<file path="src/rtl/row_set_pkg.sv">
// Shared types and defaults for the row-select responder.
package row_set_pkg;

  typedef enum logic [1:0] {
    IDLE  = 2'd0,
    SHIFT = 2'd1,
    LOAD  = 2'd2,
    DONE  = 2'd3
  } row_state_e;

  localparam int ADDR_W_DEF  = 9;
  localparam int CLK_DIV_DEF = 2;
  localparam int LOAD_W_DEF  = 2;

  // Edges from request acceptance to the rising acknowledge on a full transfer.
  function automatic int ack_latency(input int addr_w, input int clk_div, input int load_w);
    return 1 + 2 * clk_div * addr_w + load_w;
  endfunction

endpackage

</file>
<file path="src/rtl/row_shift_ser.sv">
// MSB-first serialiser for the sensor row decoder; ROW_SDATA only moves on
// the falling ROW_SCLK edge so it is stable a full half-period before each rise.
module row_shift_ser
  import row_set_pkg::*;
#(
  parameter int ADDR_W  = ADDR_W_DEF,
  parameter int CLK_DIV = CLK_DIV_DEF
) (
  input  logic              TX_CLK,
  input  logic              rst_n,
  input  logic              start,
  input  logic [ADDR_W-1:0] data,
  output logic              ROW_SCLK,
  output logic              ROW_SDATA,
  output logic              shift_done
);

  localparam int BIT_W = (ADDR_W > 1) ? $clog2(ADDR_W) : 1;
  localparam int PH_W  = (CLK_DIV > 1) ? $clog2(CLK_DIV) : 1;

  logic [ADDR_W-1:0] sreg_r;
  logic [PH_W-1:0]   ph_r;
  logic [BIT_W-1:0]  bit_r;
  logic              active_r;
  logic              sclk_r;
  logic              sdata_r;
  logic              ph_end_s;
  logic              last_bit_s;

  assign ph_end_s   = (ph_r == PH_W'(CLK_DIV - 1));
  assign last_bit_s = (bit_r == BIT_W'(ADDR_W - 1));
  // Valid during the final cycle of the last bit's high phase.
  assign shift_done = active_r & sclk_r & ph_end_s & last_bit_s;

  assign ROW_SCLK  = sclk_r;
  assign ROW_SDATA = sdata_r;

  // Shift register, half-period phase counter and bit counter.
  always_ff @(posedge TX_CLK or negedge rst_n) begin
    if (!rst_n) begin
      sreg_r   <= '0;
      ph_r     <= '0;
      bit_r    <= '0;
      active_r <= 1'b0;
      sclk_r   <= 1'b0;
      sdata_r  <= 1'b0;
    end else if (start) begin
      sreg_r   <= data << 1;
      sdata_r  <= data[ADDR_W-1];
      sclk_r   <= 1'b0;
      ph_r     <= '0;
      bit_r    <= '0;
      active_r <= 1'b1;
    end else if (active_r) begin
      if (!ph_end_s) begin
        ph_r <= ph_r + PH_W'(1);
      end else begin
        ph_r <= '0;
        if (!sclk_r) begin
          sclk_r <= 1'b1;
        end else begin
          sclk_r <= 1'b0;
          if (last_bit_s) begin
            active_r <= 1'b0;
          end else begin
            bit_r   <= bit_r + BIT_W'(1);
            sdata_r <= sreg_r[ADDR_W-1];
            sreg_r  <= sreg_r << 1;
          end
        end
      end
    end
  end

endmodule

</file>
<file path="src/rtl/row_addr_setter.sv">
// Row-select handshake responder: accept, serialise, load, acknowledge.
// Optional ROW_SET_SKIP_SAME_EN acknowledges a repeat of the last loaded row at once.
module row_addr_setter
  import row_set_pkg::*;
#(
  parameter int ADDR_W  = ADDR_W_DEF,
  parameter int CLK_DIV = CLK_DIV_DEF,
  parameter int LOAD_W  = LOAD_W_DEF
) (
  input  logic              TX_CLK,
  input  logic              rst_n,
  input  logic [ADDR_W-1:0] ROWADD,
  input  logic              SET_ROW,
  output logic              SET_ROW_DONE,
  output logic              ROW_SCLK,
  output logic              ROW_SDATA,
  output logic              ROW_LOAD,
  output logic              ROW_BUSY
);

  localparam int LCNT_W = (LOAD_W > 1) ? $clog2(LOAD_W) : 1;

  row_state_e        state_r;
  logic [1:0]        rst_pipe_r;
  logic              rst_int_n;
  logic [LCNT_W-1:0] load_cnt_r;
  logic              load_r;
  logic              done_r;
  logic              busy_r;
  logic              skip_s;
  logic              start_s;
  logic              shift_done_s;
  logic              load_end_s;

  // Reset synchroniser: asserts asynchronously, releases on a clock edge.
  always_ff @(posedge TX_CLK or negedge rst_n) begin
    if (!rst_n) begin
      rst_pipe_r <= 2'b00;
    end else begin
      rst_pipe_r <= {rst_pipe_r[0], 1'b1};
    end
  end

  assign rst_int_n  = rst_pipe_r[1];
  assign load_end_s = (state_r == LOAD) && (load_cnt_r == LCNT_W'(LOAD_W - 1));

`ifdef ROW_SET_SKIP_SAME_EN
  logic [ADDR_W-1:0] addr_r;
  logic [ADDR_W-1:0] last_addr;
  logic              last_vld;

  assign skip_s = last_vld && (ROWADD == last_addr);

  // Remember what the decoder currently holds; valid only once a load completes.
  always_ff @(posedge TX_CLK or negedge rst_int_n) begin
    if (!rst_int_n) begin
      addr_r    <= '0;
      last_addr <= '0;
      last_vld  <= 1'b0;
    end else begin
      if (start_s) begin
        addr_r <= ROWADD;
      end
      if (load_end_s) begin
        last_addr <= addr_r;
        last_vld  <= 1'b1;
      end
    end
  end
`else
  assign skip_s = 1'b0;
`endif

  assign start_s = (state_r == IDLE) && SET_ROW && !skip_s;

  row_shift_ser #(
    .ADDR_W (ADDR_W),
    .CLK_DIV(CLK_DIV)
  ) u_ser (
    .TX_CLK    (TX_CLK),
    .rst_n     (rst_int_n),
    .start     (start_s),
    .data      (ROWADD),
    .ROW_SCLK  (ROW_SCLK),
    .ROW_SDATA (ROW_SDATA),
    .shift_done(shift_done_s)
  );

  // Handshake FSM; acknowledge is raised one edge after DONE is entered.
  always_ff @(posedge TX_CLK or negedge rst_int_n) begin
    if (!rst_int_n) begin
      state_r    <= IDLE;
      load_cnt_r <= '0;
      load_r     <= 1'b0;
      done_r     <= 1'b0;
      busy_r     <= 1'b0;
    end else begin
      case (state_r)
        IDLE: begin
          done_r <= 1'b0;
          load_r <= 1'b0;
          if (SET_ROW) begin
            busy_r  <= 1'b1;
            state_r <= skip_s ? DONE : SHIFT;
          end else begin
            busy_r <= 1'b0;
          end
        end
        SHIFT: begin
          if (shift_done_s) begin
            load_r     <= 1'b1;
            load_cnt_r <= '0;
            state_r    <= LOAD;
          end
        end
        LOAD: begin
          if (load_end_s) begin
            load_r  <= 1'b0;
            state_r <= DONE;
          end else begin
            load_cnt_r <= load_cnt_r + LCNT_W'(1);
          end
        end
        DONE: begin
          if (!done_r) begin
            done_r <= 1'b1;
          end else if (!SET_ROW) begin
            done_r  <= 1'b0;
            busy_r  <= 1'b0;
            state_r <= IDLE;
          end
        end
        default: begin
          state_r <= IDLE;
        end
      endcase
    end
  end

  assign SET_ROW_DONE = done_r;
  assign ROW_LOAD     = load_r;
  assign ROW_BUSY     = busy_r;

endmodule

</file>
<file path="config.mk">
export PLATFORM = sky130hd
export DESIGN_NAME = row_addr_setter
export DESIGN_NICKNAME = d
export VERILOG_FILES = /design/src/rtl/row_set_pkg.sv /design/src/rtl/row_shift_ser.sv /design/src/rtl/row_addr_setter.sv
export SDC_FILE = /design/constraint.sdc
export NUM_CORES = 1
export LEC_CHECK = 0
export CAP_MARGIN = 0
export CORE_ASPECT_RATIO = 1.4
export CORE_MARGIN = 2
export CORE_UTILIZATION = 40
export CTS_CLUSTER_DIAMETER = 150
export CTS_CLUSTER_SIZE = 16
export DETAILED_ROUTE_END_ITERATION = 6
export PLACE_DENSITY_LB_ADDON = 0.12
export SYNTH_ARGS = -nofsm -noshare
export SYNTH_HDL_FRONTEND = slang
export SYNTH_HIERARCHICAL = 1
export SYNTH_SLANG_ARGS = --single-unit
</file>
<file path="constraint.sdc">
create_clock -name TX_CLK -period 1.7 [get_ports TX_CLK]
set_input_delay 0.17 -clock TX_CLK [delete_from_list [all_inputs] [get_ports TX_CLK]]
set_output_delay 0.17 -clock TX_CLK [all_outputs]
set_load 0.01 [all_outputs]
</file>
After elaboration in Yosys (flattened, before gate mapping)

Cells that the tools add are included.

Add/subtract/negate cells: 3
Eq/ne operators: 11
Mux-type cells: 45
Bitwise gates (word level): 3
Reductions and logical operators: 15

Operators by type and width:

| cell                | number |
|---|---|
| $mux 9              | 5 |
| $mux 1              | 25 |
| $mux 4              | 5 |
| $ne 2x2->1 const B  | 7 |
| $mux 2              | 5 |
| $reduce_bool 2->1   | 5 |
| $reduce_and 3->1    | 3 |
| $pmux 2 s4          | 1 |
| $pmux 1 s2          | 3 |
| $reduce_and 5->1    | 1 |
| $add 4x1->4 const B | 1 |
| $eq 2x2->1 const B  | 2 |
| $eq 4x4->1 const B  | 1 |
| $reduce_and 4->1    | 1 |
| $and 1x1->1         | 3 |
| $pmux 1 s3          | 1 |
| $reduce_bool 3->1   | 1 |
| $add 1x1->1 const B | 2 |
| $eq 2x1->1 const B  | 1 |
| $logic_and 1x1->1   | 2 |
| $logic_not 2->1     | 1 |
| $reduce_and 2->1    | 1 |

Register bits: 25
Bits of input ports: 12
Word-level logic and storage cells: 89

Longest topological paths before layout

Depth after elaboration: 6
Mapped depth: 9
Gate-level depth less buffers: 7

Hierarchy

The synthesis kept the hierarchy.

By module, submodules not included:

| module          | times used | cells an instance | area each (um^2) |
|---|---|---|---|
| row_shift_ser   | 1          | 88                | 825.8 |
| row_addr_setter | 1          | 36                | 447.9 |

Worst setup path after synthesis

OpenSTA, ideal clock, no wires.

Path type: register to register
Start: register u_ser.bit_r[0]
End: register state_r[1]
Setup time: 125 ps
Arrival time: 2072 ps
Setup slack: -497 ps
Cell stages (with the launch flop): 10
Clock period less this slack: 2197 ps
Path through: dfrtp_1 inv_1 ha_1 and3b_1 clkbuf_2 clkbuf_1 and3_1 and2b_1 a2111oi_4 mux2_4

Cells in the longest elaborated chain, start to end: 4

Ends and longest elaborated chain:

| what                              | RTL line               | RTL |
|---|---|---|
| start, declared                   | row_shift_ser.sv:23    | `logic [BIT_W-1:0] bit_r;` |
| start signal, assigned            | row_shift_ser.sv:66    | `bit_r <= bit_r + BIT_W'(1);` |
| $eq 4x4->1                        | row_shift_ser.sv:31    | `assign last_bit_s = (bit_r == BIT_W'(ADDR_W - 1));` |
| $and 1x1->1                       | row_shift_ser.sv:33    | `assign shift_done = active_r & sclk_r & ph_end_s & last_bit_s;` |
| via shift_done_s                  | row_addr_setter.sv:32  | `logic shift_done_s;` |
| $ne 2x2->1 (no source line)       | --                     |  |
| $reduce_and 5->1 (no source line) | --                     |  |
| end signal, assigned              | row_addr_setter.sv:104 | `state_r <= skip_s ? DONE : SHIFT;` |
| end, declared                     | row_addr_setter.sv:23  | `row_state_e state_r;` |

The timed path passes the listed nets, and every way through them passes these cells.
A chain may end at the register's enable or synchronous reset.

Worst setup path in the final report

Ends and elaborated chain as after synthesis.

==> insert_results.sql <==
INSERT INTO impl_metrics (metric_group, metric, value, unit) VALUES
('clocking', 'cts.clk_slew.worst_paths', '80', 'ps'),
('clocking', 'cts_tree', 'done', ''),
('critical_path', 'critPathCaptureType', 'register', ''),
('clocking', 'clockRootBuffer', 'clkbuf_8', ''),
('critical_path', 'r2r_setup_slack', '-150', 'ps'),
('global_routing', 'grt_pass1_vias', '1022', ''),
('synth', 'synth.net_count', '143', ''),
('global_routing', 'global_route.overflow_total', '0', ''),
('cells_and_area', 'num-fill-cells', '282', ''),
('route', 'm1WireLength', '1220', 'um'),
('status', 'violations', 'negative setup slack', ''),
('die', 'core_area', '3090', 'sq um'),
('critical_path', 'worst_ep_arrival_time', '2010', 'ps'),
('critical_path', 'rr_endpoint', 'state_r[1]$_DFFE_PN0P_', ''),
('route', 'post_drt_via_cell_ratio', '5.31', ''),
('global_routing', 'gr-usage-all-layers', '16.5', '%'),
('clocking', 'cts-htree-levels', '1', ''),
('pwr', 'power_switching_share', '19.8', '%'),
('route', 'drc', '0', ''),
('critical_path', 'reg2reg_depth', '7', ''),
('timing', 'final.min_clock_period', '1850', 'ps'),
('pwr', 'share_comb_of_total_power', '4.2', '%'),
('route', 'postRouteAntennaNets', '0', ''),
('pwr', 'power.share.clock', '38.7', '%'),
('clocking', 'post_cts_hold_buffers', '0', ''),
('synth', 'synth-main-ff-cell', 'dfrtp_1', ''),
('pwr', 'netSwitchingPower', '0.198', 'mW'),
('die', 'die_h', '70.8', 'um'),
('synth', 'mappedNetlistArea', '1270', 'sq um'),
('placement', 'dp_slack', '-141', 'ps'),
('cells_and_area', 'insertedDiodeCount', '0', ''),
('timing', 'finalMaxSlewViolations', '0', ''),
('synth', 'syn-mean-instance-area', '10.3', 'sq um'),
('route', 'drt_pass1_iterations', '4', ''),
('pwr', 'p_int', '0.805', 'mW'),
('die', 'floorplan.rows', '24', ''),
('critical_path', 'worst-endpoint-required', '1860', 'ps'),
('die', 'dieArea', '3660', 'sq um'),
('cells_and_area', 'multiInputGateArea', '641', 'sq um'),
('route', 'highest_layer', 'met4', ''),
('die', 'die_w', '51.7', 'um'),
('timing', 'clock.fmax', '541', 'MHz'),
('route', 'vias', '1008', ''),
('critical_path', 'regToRegStartpoint', 'u_ser/bit_r[0]$_DFFE_PN0P_', ''),
('status', 'run_status', 'complete, but fails checks', ''),
('synth', 'synth-seq-area-share', '47.2', '%'),
('placement', 'finalWeightedCongestion', '0.783', ''),
('die', 'boundaryPins', '17', ''),
('timing', 'report.final.setup_viol', '1', ''),
('timing', 'fin_crit_sh', '109', '%'),
('global_routing', 'grt_pass1_wl', '4660', 'um'),
('synth', 'asyncSetResetFlopFracSynth', '100', '%'),
('pwr', 'p_leak', '0.667', 'nW'),
('timing', 'unrepaired_setup_endpoints_after_global_routing', 'yes', ''),
('route', 'dr_wl_met2', '1310', 'um'),
('critical_path', 'worst-path-max-fanout', '2', ''),
('synth', 'ys_types', '36', ''),
('cells_and_area', 'final_net_count', '171', ''),
('timing', 'least_setup_slack_across_all_paths_after_layout', '-147', 'ps'),
('cells_and_area', 'drive_above_1_share', '17.2', '%'),
('clocking', 'tritoncts.num_buffers', '3', ''),
('min_path', 'holdCritPathClass', 'in2async', ''),
('timing', 'report.final.hold_viol_count', '0', ''),
('pwr', 'seqPwrFrac', '57.2', '%'),
('pwr', 'ir_drop', '0.552', 'mV'),
('global_routing', 'number_of_antenna_violations_at_the_first_check_in_global_routing', '0', ''),
('synth', 'syn_inst', '124', ''),
('timing', 'final.setup_skew', '3.49', 'ps'),
('placement', 'place.detailed.hpwl', '1900', 'um'),
('cells_and_area', 'regArea', '601', 'sq um'),
('clocking', 'insertion_delay', '270', 'ps');
[critical path, cell delays in order, from the launching register on]
cell	delay, ps
dfrtp_1	380
inv_1	60
ha_1	150
and3b_1	180
and3_4	190
and2b_1	210
a2111oi_4	250
mux2_4	330
[layout by cell type (no fill, tap or decap), types with 2 or more instances in the layout]
cell,n
a41oi_1,8
nand2_1,5
buf_4,14
nor2_1,4
dfrtp_1,24
nor2b_1,10
o32a_1,2
nand3_1,2
clkbuf_8,4
ha_1,7
clkdlybuf4s50_1,16
o21ai_0,13
a21oi_1,12
or3_1,2
inv_1,5
[logic make-up (layout without fill, tap and decap cells)]
logic type	after synthesis	in the layout	share of synthesized area, %
compound gates	41	41	21.7
xor+xnor	2	2	1.38
fa+ha+maj	7	7	6.88
buf+inv	12	39	3.63
flops	24	24	47.2
mux	2	2	1.96
other cells	1	1	0.294
simple gates	35	35	17.0
[per-stage QoR]
stage / cells / util, % / area, sq um / hold WS, ps / TNS (ps)
2_1_floorplan: 124 / - / 1290 / -126 / -585
3_3_place_gp: 185 / 50.4 / 1560 / 225 / -112
3_5_place_dp: 185 / 50.4 / 1560 / 224 / -141
4_1_cts: 189 / 52.4 / 1620 / 54.1 / -157
5_1_grt: 190 / 52.7 / 1630 / 60.2 / -448
6_report: 190 / 52.7 / 1630 / 57.2 / -147
[Yosys cell counts, types with 2 or more instances]
| library cell | number | area, sq um |
|---|---|---|
| dfrtp_1 | 24 | 601 |
| a21oi_1 | 13 | 65.1 |
| o21ai_0 | 13 | 65.1 |
| nor2b_1 | 10 | 62.6 |
| a41oi_1 | 8 | 70.1 |
| ha_1 | 7 | 87.6 |
| clkbuf_1 | 6 | 22.5 |
| inv_1 | 5 | 18.8 |
| nand2_1 | 5 | 18.8 |
| nor2_1 | 4 | 15.0 |
| nand3_1 | 2 | 10.0 |
| o32a_1 | 2 | 20.0 |
| or3_1 | 2 | 12.5 |
[registers in the layout, summed over array words and instances, names as in the netlist]
| register | flops |
|---|---|
| u_ser/ROW_SDATA | 1 |
| ROW_LOAD | 1 |
| state_r | 2 |
| u_ser/ph_end_s | 1 |
| u_ser/ROW_SCLK | 1 |
| load_cnt_r | 1 |
| ROW_BUSY | 1 |
| SET_ROW_DONE | 1 |
| u_ser/sreg_r | 8 |
| rst_pipe_r | 2 |
| u_ser/bit_r | 4 |
| u_ser/active_r | 1 |
[what timing repair did]
item,in CTS,in global routing
hold endpoints to repair,0,0
endpoints found under the setup margin,3,5
setup buffers,0,1
pin swaps,0,1
gates resized for setup,2,1
[worst max-delay path by stage]
stage | startpoint | endpoint | slack [ps]
global placement | u_ser/bit_r[0]$_DFFE_PN0P_ | state_r[1]$_DFFE_PN0P_ | -110
detailed placement | u_ser/bit_r[0]$_DFFE_PN0P_ | state_r[1]$_DFFE_PN0P_ | -140
floorplan | u_ser/bit_r[0]$_DFFE_PN0P_ | state_r[1]$_DFFE_PN0P_ | -380
CTS | u_ser/bit_r[0]$_DFFE_PN0P_ | state_r[1]$_DFFE_PN0P_ | -150
finish | u_ser/bit_r[0]$_DFFE_PN0P_ | state_r[1]$_DFFE_PN0P_ | -150
global route | u_ser/bit_r[0]$_DFFE_PN0P_ | state_r[1]$_DFFE_PN0P_ | -270
[layer usage]
layer / track usage, % / up-vias
li1: - / 494
met1: 21.9 / 500
met2: 27.4 / 10
met3: 3.16 / 4
met4: 4.39 / 0
met5: 0 / -
[power groups by stage]
stage               sequential, mW  clock (mW)  combinational [mW]
floorplan                    0.592           0             0.00320
global placement             0.585           0              0.0430
detailed placement           0.585           0              0.0426
CTS                          0.573       0.403              0.0430
global route                 0.573       0.420              0.0470
finish                       0.573       0.388              0.0417
[cell type report]
class / instances / share of cell area (%)
clock buffer: 4 / 3.38
inverter: 5 / 1.15
multi-input combinational: 88 / 39.3
sequential: 24 / 36.9
tap: 39 / 3.00
timing repair buffer: 30 / 16.3
No activity file was read; power rests on OpenSTA's default activity.
